### config.mk
export PLATFORM = sky130hd
export DESIGN_NAME = ram_decryptor
export DESIGN_NICKNAME = d
export VERILOG_FILES = /design/src/rtl/rc4_pkg.sv /design/src/rtl/ascii_checker.sv /design/src/rtl/ram_decryptor.sv
export SDC_FILE = /design/constraint.sdc
export NUM_CORES = 1
export LEC_CHECK = 0
export BUFFER_PORTS_ARGS = -buffer_cell sky130_fd_sc_hd__buf_4
export CAP_MARGIN = 10
export CORE_UTILIZATION = 29
export DETAILED_ROUTE_END_ITERATION = 6
export GPL_ROUTABILITY_DRIVEN = 0
export PLACE_DENSITY = 0.51
export SYNTH_ARGS = -nofsm -noshare
export SYNTH_HDL_FRONTEND = slang
export SYNTH_SLANG_ARGS = --single-unit
### constraint.sdc
create_clock -name clk -period 2.25 [get_ports clk]
set_clock_uncertainty 0.05 [all_clocks]
set_input_delay 0.1125 -clock clk [delete_from_list [all_inputs] [get_ports clk]]
set_output_delay 0.1125 -clock clk [all_outputs]
set_load 0.01 [all_outputs]
### src/rtl/rc4_pkg.sv
// Shared definitions for the RC4 device family on the controller's device bus.
package rc4_pkg;

  // Decryptor FSM states; every read is an address-drive state plus a WAIT state.
  typedef enum logic [3:0] {
    ST_IDLE,
    ST_RD_SI,
    ST_WAIT_SI,
    ST_RD_SJ,
    ST_WAIT_SJ,
    ST_WR_SI,
    ST_WR_SJ,
    ST_RD_F,
    ST_WAIT_F,
    ST_XOR_WR,
    ST_DONE,
    ST_FAIL
  } dec_state_e;

  // Controller bus mode selects for the three devices sharing the S RAM.
  localparam logic [2:0] MODE_INIT    = 3'b001;
  localparam logic [2:0] MODE_SHUFFLE = 3'b010;
  localparam logic [2:0] MODE_DECRYPT = 3'b011;

  // Plaintext alphabet accepted by the early key-rejection check.
  localparam logic [7:0] ASCII_SPACE = 8'h20;
  localparam logic [7:0] ASCII_LO    = 8'h61;
  localparam logic [7:0] ASCII_HI    = 8'h7A;

  // True for a space or a lowercase letter.
  function automatic logic is_plain_ascii(input logic [7:0] b);
    return (b == ASCII_SPACE) || ((b >= ASCII_LO) && (b <= ASCII_HI));
  endfunction

endpackage

### src/rtl/ascii_checker.sv
// Flags whether a decrypted byte is plausible plaintext (space or a-z).
module ascii_checker
  import rc4_pkg::*;
(
  input  logic [7:0] data_in,
  output logic       valid
);

  // Purely combinational so a key-search sequencer can reuse it directly.
  always_comb begin
    valid = is_plain_ascii(data_in);
  end

endmodule

### src/rtl/ram_decryptor.sv
// RC4 keystream generator: swaps S[i]/S[j] per step and XORs the keystream
// with the encrypted ROM, writing plaintext into the result RAM.
module ram_decryptor
  import rc4_pkg::*;
#(
  parameter int RAM_WIDTH      = 8,
  parameter int MSG_LENGTH     = 32,
  parameter int MSG_ADDR_WIDTH = 5,
  parameter int CHECK_ASCII    = 1
) (
  input  logic                      clk,
  input  logic                      reset,
  input  logic                      start,
  output logic                      finished,
  output logic                      success,
  input  logic [RAM_WIDTH-1:0]      ram_out,
  output logic                      write_enable,
  output logic [RAM_WIDTH-1:0]      ram_in,
  output logic [RAM_WIDTH-1:0]      address,
  output logic [MSG_ADDR_WIDTH-1:0] rom_address,
  input  logic [7:0]                rom_q,
  output logic [MSG_ADDR_WIDTH-1:0] dec_address,
  output logic [7:0]                dec_data,
  output logic                      dec_wren
);

  localparam logic [MSG_ADDR_WIDTH-1:0] K_LAST = MSG_ADDR_WIDTH'(MSG_LENGTH - 1);

  dec_state_e                state_q, state_d;
  logic [RAM_WIDTH-1:0]      i_q, i_d;
  logic [RAM_WIDTH-1:0]      j_q, j_d;
  logic [RAM_WIDTH-1:0]      si_q, si_d;
  logic [RAM_WIDTH-1:0]      sj_q, sj_d;
  logic [RAM_WIDTH-1:0]      f_q, f_d;
  logic [MSG_ADDR_WIDTH-1:0] k_q, k_d;
  logic [7:0]                plain;
  logic                      plain_valid;

  // The keystream byte is captured leaving WAIT_F because the RAM output
  // moves on to address 0 during XOR_WR.
  always_comb begin
    plain = rom_q ^ f_q[7:0];
  end

  ascii_checker u_ascii_checker (
    .data_in(plain),
    .valid  (plain_valid)
  );

  // State and counter registers, cleared asynchronously.
  always_ff @(posedge clk or negedge reset) begin
    if (!reset) begin
      state_q <= ST_IDLE;
      i_q     <= '0;
      j_q     <= '0;
      si_q    <= '0;
      sj_q    <= '0;
      f_q     <= '0;
      k_q     <= '0;
    end else begin
      state_q <= state_d;
      i_q     <= i_d;
      j_q     <= j_d;
      si_q    <= si_d;
      sj_q    <= sj_d;
      f_q     <= f_d;
      k_q     <= k_d;
    end
  end

  // Next-state, counter updates and per-state memory strobes.
  always_comb begin
    state_d      = state_q;
    i_d          = i_q;
    j_d          = j_q;
    si_d         = si_q;
    sj_d         = sj_q;
    f_d          = f_q;
    k_d          = k_q;
    write_enable = 1'b0;
    ram_in       = '0;
    address      = '0;
    rom_address  = '0;
    dec_address  = '0;
    dec_data     = '0;
    dec_wren     = 1'b0;
    finished     = 1'b0;
    success      = 1'b0;

    if (state_q != ST_IDLE) begin
      rom_address = k_q;
    end

    case (state_q)
      ST_IDLE: begin
        if (start) begin
          i_d     = RAM_WIDTH'(1);
          j_d     = '0;
          k_d     = '0;
          state_d = ST_RD_SI;
        end
      end
      ST_RD_SI: begin
        address = i_q;
        state_d = ST_WAIT_SI;
      end
      ST_WAIT_SI: begin
        si_d    = ram_out;
        j_d     = j_q + ram_out;
        state_d = ST_RD_SJ;
      end
      ST_RD_SJ: begin
        address = j_q;
        state_d = ST_WAIT_SJ;
      end
      ST_WAIT_SJ: begin
        sj_d    = ram_out;
        state_d = ST_WR_SI;
      end
      ST_WR_SI: begin
        address      = i_q;
        ram_in       = sj_q;
        write_enable = 1'b1;
        state_d      = ST_WR_SJ;
      end
      ST_WR_SJ: begin
        address      = j_q;
        ram_in       = si_q;
        write_enable = 1'b1;
        state_d      = ST_RD_F;
      end
      ST_RD_F: begin
        address = si_q + sj_q;
        state_d = ST_WAIT_F;
      end
      ST_WAIT_F: begin
        f_d     = ram_out;
        state_d = ST_XOR_WR;
      end
      ST_XOR_WR: begin
        dec_address = k_q;
        dec_data    = plain;
        dec_wren    = 1'b1;
        if ((CHECK_ASCII != 0) && !plain_valid) begin
          state_d = ST_FAIL;
        end else if (k_q == K_LAST) begin
          state_d = ST_DONE;
        end else begin
          k_d     = k_q + MSG_ADDR_WIDTH'(1);
          i_d     = i_q + RAM_WIDTH'(1);
          state_d = ST_RD_SI;
        end
      end
      ST_DONE: begin
        finished = 1'b1;
        success  = 1'b1;
      end
      ST_FAIL: begin
        finished = 1'b1;
      end
      default: begin
        state_d = ST_IDLE;
      end
    endcase

    // Dropping start anywhere outside IDLE abandons the run and clears counters;
    // this is also how DONE/FAIL return to IDLE.
    if ((state_q != ST_IDLE) && !start) begin
      state_d = ST_IDLE;
      i_d     = '0;
      j_d     = '0;
      si_d    = '0;
      sj_d    = '0;
      f_d     = '0;
      k_d     = '0;
    end
  end

endmodule

# Word-level counts from Yosys, hierarchy flattened

Index checks and enable logic that the tools add are counted.

Flip-flop bits (word level): 49
Output and inout port bits: 38
Logic and storage cells: 82

Add/subtract/negate cells: 4
$lt $le $gt $ge: 2
Eq/ne operators: 17
Mux-type cells: 33
Bitwise logic cells: 1
Reductions and logical operators: 18

Operator list:

| operator            | count |
|---|---|
| $mux 8              | 13 |
| $pmux 8 s2          | 3 |
| $pmux 4 s11         | 1 |
| $mux 5              | 6 |
| $pmux 8 s3          | 1 |
| $add 8x8->8         | 2 |
| $eq 4x3->1 const B  | 4 |
| $eq 4x4->1 const B  | 4 |
| $mux 4              | 4 |
| $pmux 5 s2          | 1 |
| $ne 3x3->1 const B  | 3 |
| $add 8x1->8 const B | 1 |
| $eq 4x2->1 const B  | 2 |
| $eq 8x6->1 const B  | 1 |
| $ge 8x7->1 const B  | 1 |
| $le 8x7->1 const B  | 1 |
| $reduce_or 2->1     | 4 |
| $xor 8x8->8         | 1 |
| $reduce_bool 2->1   | 3 |
| $reduce_bool 3->1   | 2 |
| $add 5x1->5 const B | 1 |
| $eq 5x5->1 const B  | 1 |
| $eq 4x1->1 const B  | 1 |
| $logic_not 4->1     | 1 |
| other kinds (8)     | 13 |

# Logic depth before layout (Yosys ltp)

Depth after elaboration: 7
Gate-level depth with buffers: 9
Mapped depth without buffers: 9

# Hierarchy

Synthesis repeated with hierarchy kept, for this count alone.

Cell total of the unflattened synthesis: 396
Area total of the unflattened synthesis: 3,353.2 µm²

Modules (own cells, without submodules):

| module        | times used | cells each | area each (µm²) | sequential area each (µm²) |
|---|---|---|---|---|
| ram_decryptor | 1          | 387        | 3,295.7         | 1,226.2 |
| ascii_checker | 1          | 9          | 57.6            | 0.0 |

# Least setup slack after synthesis

Ideal clock, no wire load.

Path type: flip-flop to flip-flop
Start: register state_q[3]
End: register k_q[3]
Data arrival time: 2.164 ns
Required time: 2.122 ns
Setup slack: -0.042 ns
Cell stages (with the launch flop): 9
Buffers on the path: 2
Cells stage by stage: dfrtp_1 -> or4_1 -> buf_2 -> and2_4 -> buf_6 -> a211oi_4 -> nand3_2 -> or3_1 -> a21oi_1

Word-level cells in the longest chain between the ends: 4
Elaborated cells between the ends (all ways): 11

RTL lines:

| item                                                                    | line                 | source |
|---|---|---|
| from (decl)                                                             | ram_decryptor.sv:29  | `dec_state_e state_q, state_d;` |
| from (signal assigned)                                                  | ram_decryptor.sv:61  | `state_q <= state_d;` |
| $reduce_bool 4->1                                                       | ram_decryptor.sv:168 | `if ((state_q != ST_IDLE) && !start) begin` |
| $logic_and 1x1->1                                                       | ram_decryptor.sv:168 |  |
| $ne 3x3->1 (no source line) / $reduce_bool 3->1 (equally long branches) | --                   |  |
| $reduce_and 4->1 (no source line)                                       | --                   |  |
| to (signal assigned)                                                    | ram_decryptor.sv:67  | `k_q <= k_d;` |
| to (decl)                                                               | ram_decryptor.sv:35  | `logic [MSG_ADDR_WIDTH-1:0] k_q, k_d;` |

Parallel ways exist; a longest one is shown, timed or not.
A chain may end at the register's enable or synchronous reset.

# Worst setup path after layout

Start: register sj_q[0]
End: output port address[6]

Word-level cells in the longest chain between the ends: 2

RTL lines:

| item                   | line                 | source |
|---|---|---|
| from (decl)            | ram_decryptor.sv:33  | `logic [RAM_WIDTH-1:0] sj_q, sj_d;` |
| from (signal assigned) | ram_decryptor.sv:65  | `sj_q <= sj_d;` |
| $add 8x8->8            | ram_decryptor.sv:133 | `address = si_q + sj_q;` |
| $pmux 8 s3             | ram_decryptor.sv:94  | `case (state_q)` |
| to (decl)              | ram_decryptor.sv:19  | `output logic [RAM_WIDTH-1:0] address,` |

Every way passes these cells.

==> flow_summary_export.csv <==
group,metric,value,unit
critical_path,crit_required,2.09,ns
power_and_ir_drop,combPwrFrac,23.4,%
synthesis,netlist_instances,418,
synthesis,ys_seq_area_share,36.12,%
finish,area_delta_synth_final,30.26,%
global_route,overflow,0,
critical_path,critPathArrivalTime,2.11,ns
critical_path,critPathLaunchType,"flip-flop",
synthesis,syn_area_per_cell,8.121,sq um
finish,n_antenna_cell,0,
power_and_ir_drop,switching_share,29.89,%
synthesis,synth_nets,456,
global_route,grt_use_total,17.87,%
worst_hold_path,hold_path.class,"in -> reg",
clock_tree,clk_pin_slew,0.07,ns
critical_path,path_buf_inv,2,
finish,finalNetCount,533,
synthesis,ys_types,51,
critical_path,path_class,"reg -> out",
routing,routed_wl,10170,um
synthesis,synth_edf_count,0,
run_status,status,"finished with violations",
run_status,violations,"negative setup slack",
routing,dr.first_iter.drc_count,169,
clock_tree,cts-root-buf,"clkbuf_16",
power_and_ir_drop,p_leak,2.019,nW
sta,setup_viol,1,
clock_tree,htreeDepth,2,
finish,register_area,1226,sq um
power_and_ir_drop,switchingPower,0.6970,mW
sta,hold_viol_final,0,
critical_path,end_kind,"output port",
clock_tree,cts_inserted_buffers,5,
routing,first_pass_iters,5,
routing,drc,0,
global_route,grt_pass1_wl,16330,um
floorplan,start_util,29.73,%
finish,drive_above_1_share,24.80,%
power_and_ir_drop,clkPwrFrac,34.6,%
placed_design,pre_cts_slack,0.04227,ns
sta,maxSlewViolCount,0,
clock_tree,cts_tree,"yes",
routing,vias,3256,
sta,max_slew.worst_pin.slew,0.6755,ns
synthesis,synth_area,3395,sq um
sta,rsz0062_at_grt,"yes",
placed_design,io_buffers,56,
routing,drtAntennaViolNets,0,
sta,min_period,2.276,ns
flow_run,timing.max_cap.violations,0,
routing,drt-wirelength-per-cell,15.91,um
synthesis,ys_ff_latch,49,
clock_tree,worstSkewPairLatency,0.29,ns
finish,multi_input_area,2098,sq um
critical_path,slowest_delay,0.41,ns
power_and_ir_drop,power_density,527.4,nW/um^2
global_route,grt_pass1_vias,3048,
floorplan,die-area,12140,sq um
worst_hold_path,holdPathStages,3,
placed_design,hpwlAfterDp,7652,um
critical_path,path_cells,"ha_4 > inv_2 > fa_2 > nor2b_4 > o21ai_2 > a21boi_2 > o21a_1 > or3_1 > nand3_2 > buf_6",
finish,post-route-util,38.72,%
power_and_ir_drop,p_int,1.635,mW
floorplan,io_pins,57,
sta,maxSlewHeadroom,54.97,%
critical_path,cp_num_cells,10,
synthesis,synth_ff_type,"dfrtp_1",
power_and_ir_drop,peakVddDrop,259.9,uV
floorplan,die_x,110.2,um
floorplan,rows,39,
floorplan,die_h,110.2,um
clock_tree,ctsLongestPathBuffers,2,
clock_tree,cts.sinks,49,
global_route,grt_start_max_net_pins,50,
finish,fillers,1239,
critical_path,crit_path_top_delay_cell,"dfrtp_1",
routing,vias_per_cell,5.095,
critical_path,crit_family,"simple AND/OR/NAND/NOR gates",
sta,fmax,439.4,MHz
sta,hold_ws,0.04996,ns
power_and_ir_drop,p_seq_share,42.0,%
critical_path,ff2ff_path_depth,6,
synthesis,ys_warn_count,0,
sta,worst_slack,-0.02573,ns
floorplan,core_area,11420,sq um
global_route,grt_antenna_before_repair,0,
critical_path,critical_path_peak_fanout,2,
sta,period_share,101.1,%
synthesis,async_flop_share,100.0,%
sta,tns,-0.02573,ns
-- what timing repair did --
item	CTS	global route
endpoints found under the setup margin	4	17
gates resized for setup	12	12
pin swaps	13	10
endpoints found under the hold margin	49	0
hold buffers	1	0
buffers inserted	7	5
-- routing by layer --
metal | up-vias | share of wire (%) | global-route usage (%)
met3 | 9 | 4.9 | 3.233
met2 | 79 | 46 | 26.70
met5 | - | 0 | 0
li1 | 1611 | - | -
met1 | 1557 | 48 | 26.25
met4 | 0 | 1.2 | 4.887
-- power groups by stage --
stage / sequential, mW / clock, mW / combinational (mW)
2_1_floorplan: 0.984 / 0 / 0.311
3_3_place_gp: 0.992 / 0 / 0.489
3_5_place_dp: 0.996 / 0 / 0.494
4_1_cts: 0.978 / 0.833 / 0.523
5_1_grt: 0.987 / 0.877 / 0.605
6_report: 0.980 / 0.806 / 0.545
-- sequential cells by signal, summed over array words and instances (netlist names) --
name and count:
f_q 8, i_q 8, j_q 8, k_q 5
si_q 8, sj_q 8, state_q 4
-- stage by stage --
stage,cell area [sq um],power [mW],std cells
finish,4422,2.332,639
global route,4422,2.468,639
CTS,4334,2.334,634
detailed placement,4079,1.491,618
global placement,4079,1.482,618
floorplan,3401,1.295,418
-- cells in the mapped netlist (all sizes together) (3+ instances only) --
| cell | instances | area share [%] |
|---|---|---|
| dfrtp | 49 | 36 |
| o31ai | 3 | 0.66 |
| clkbuf | 20 | 2.2 |
| and2 | 8 | 1.5 |
| nand2b | 6 | 1.1 |
| buf | 3 | 0.59 |
| mux2i | 5 | 1.5 |
| nand3 | 17 | 2.7 |
| ha | 17 | 6.3 |
| a22oi | 14 | 3.1 |
| xnor2 | 12 | 3.1 |
| xor2 | 8 | 2.1 |
| inv | 15 | 1.7 |
| nand2 | 68 | 7.5 |
| and3 | 12 | 2.2 |
| nor2b | 7 | 1.3 |
| o21ai | 19 | 2.8 |
| or3 | 6 | 1.1 |
| nor2 | 45 | 5.0 |
| a21oi | 34 | 5.0 |
| o21a | 3 | 0.66 |
| nor3 | 9 | 1.3 |
| nand4 | 6 | 1.1 |
-- logic make-up after synthesis --
| group | after synthesis | share of synthesized area [%] |
|---|---|---|
| compound gates | 93 | 18.17 |
| xor+xnor | 20 | 5.160 |
| fa+ha+maj | 19 | 7.446 |
| buf+inv | 38 | 4.460 |
| flops | 49 | 36.12 |
| mux | 6 | 1.806 |
| simple gates | 193 | 26.83 |
-- cell usage in the layout (no fill, tap or decap), types with 3 or more instances in the layout --
cell / Yosys / layout
nor3_1: 9 / 9
o21ai_0: 17 / 13
ha_1: 17 / 14
nor2b_1: 7 / 6
o31ai_1: 3 / 3
xnor2_1: 12 / 10
nor2_1: 45 / 45
o21a_1: 3 / 3
clkbuf_16: 0 / 5
or3_1: 6 / 6
nand3_1: 16 / 15
inv_1: 15 / 14
o21ai_1: 2 / 4
nand2b_1: 6 / 6
a21oi_1: 34 / 33
nand4_1: 6 / 6
and3_1: 12 / 11
mux2i_1: 5 / 5
xor2_1: 8 / 8
nand2_1: 68 / 68
buf_4: 0 / 91
a22oi_1: 14 / 14
dfrtp_1: 49 / 49
and2_1: 7 / 7
-- layout make-up --
type	count	area share, %
inverters	15	1.273
clock inverters	1	0.1132
clock buffers	7	3.452
multi-input cells	331	47.45
flip-flops and latches	49	27.73
repair buffers	93	15.93
well taps	143	4.046
-- worst paths after layout --
| check | slack (ns) | to | startpoint |
|---|---|---|---|
| max | -0.03 | address[6] | sj_q[0] |
| min | 0.05 | si_q[6] | ram_out[6] |
| max reg2reg | 0.13 | k_q[3] | state_q[3] |
| min reg2reg | 0.44 | j_q[7] | j_q[7] |
| max in group asynchronous | 1.35 | j_q[1] | reset |
| min in group asynchronous | 0.34 | k_q[3] | reset |
-- tightest hold or removal path, delay by kind of cell --
family	cells	cell delay, ns
AOI/OAI and AO/OA	1	0.05
and+or+nand+nor	1	0.05
buffers and inverters	1	0.14
No activity file was read; power rests on OpenSTA's default activity.
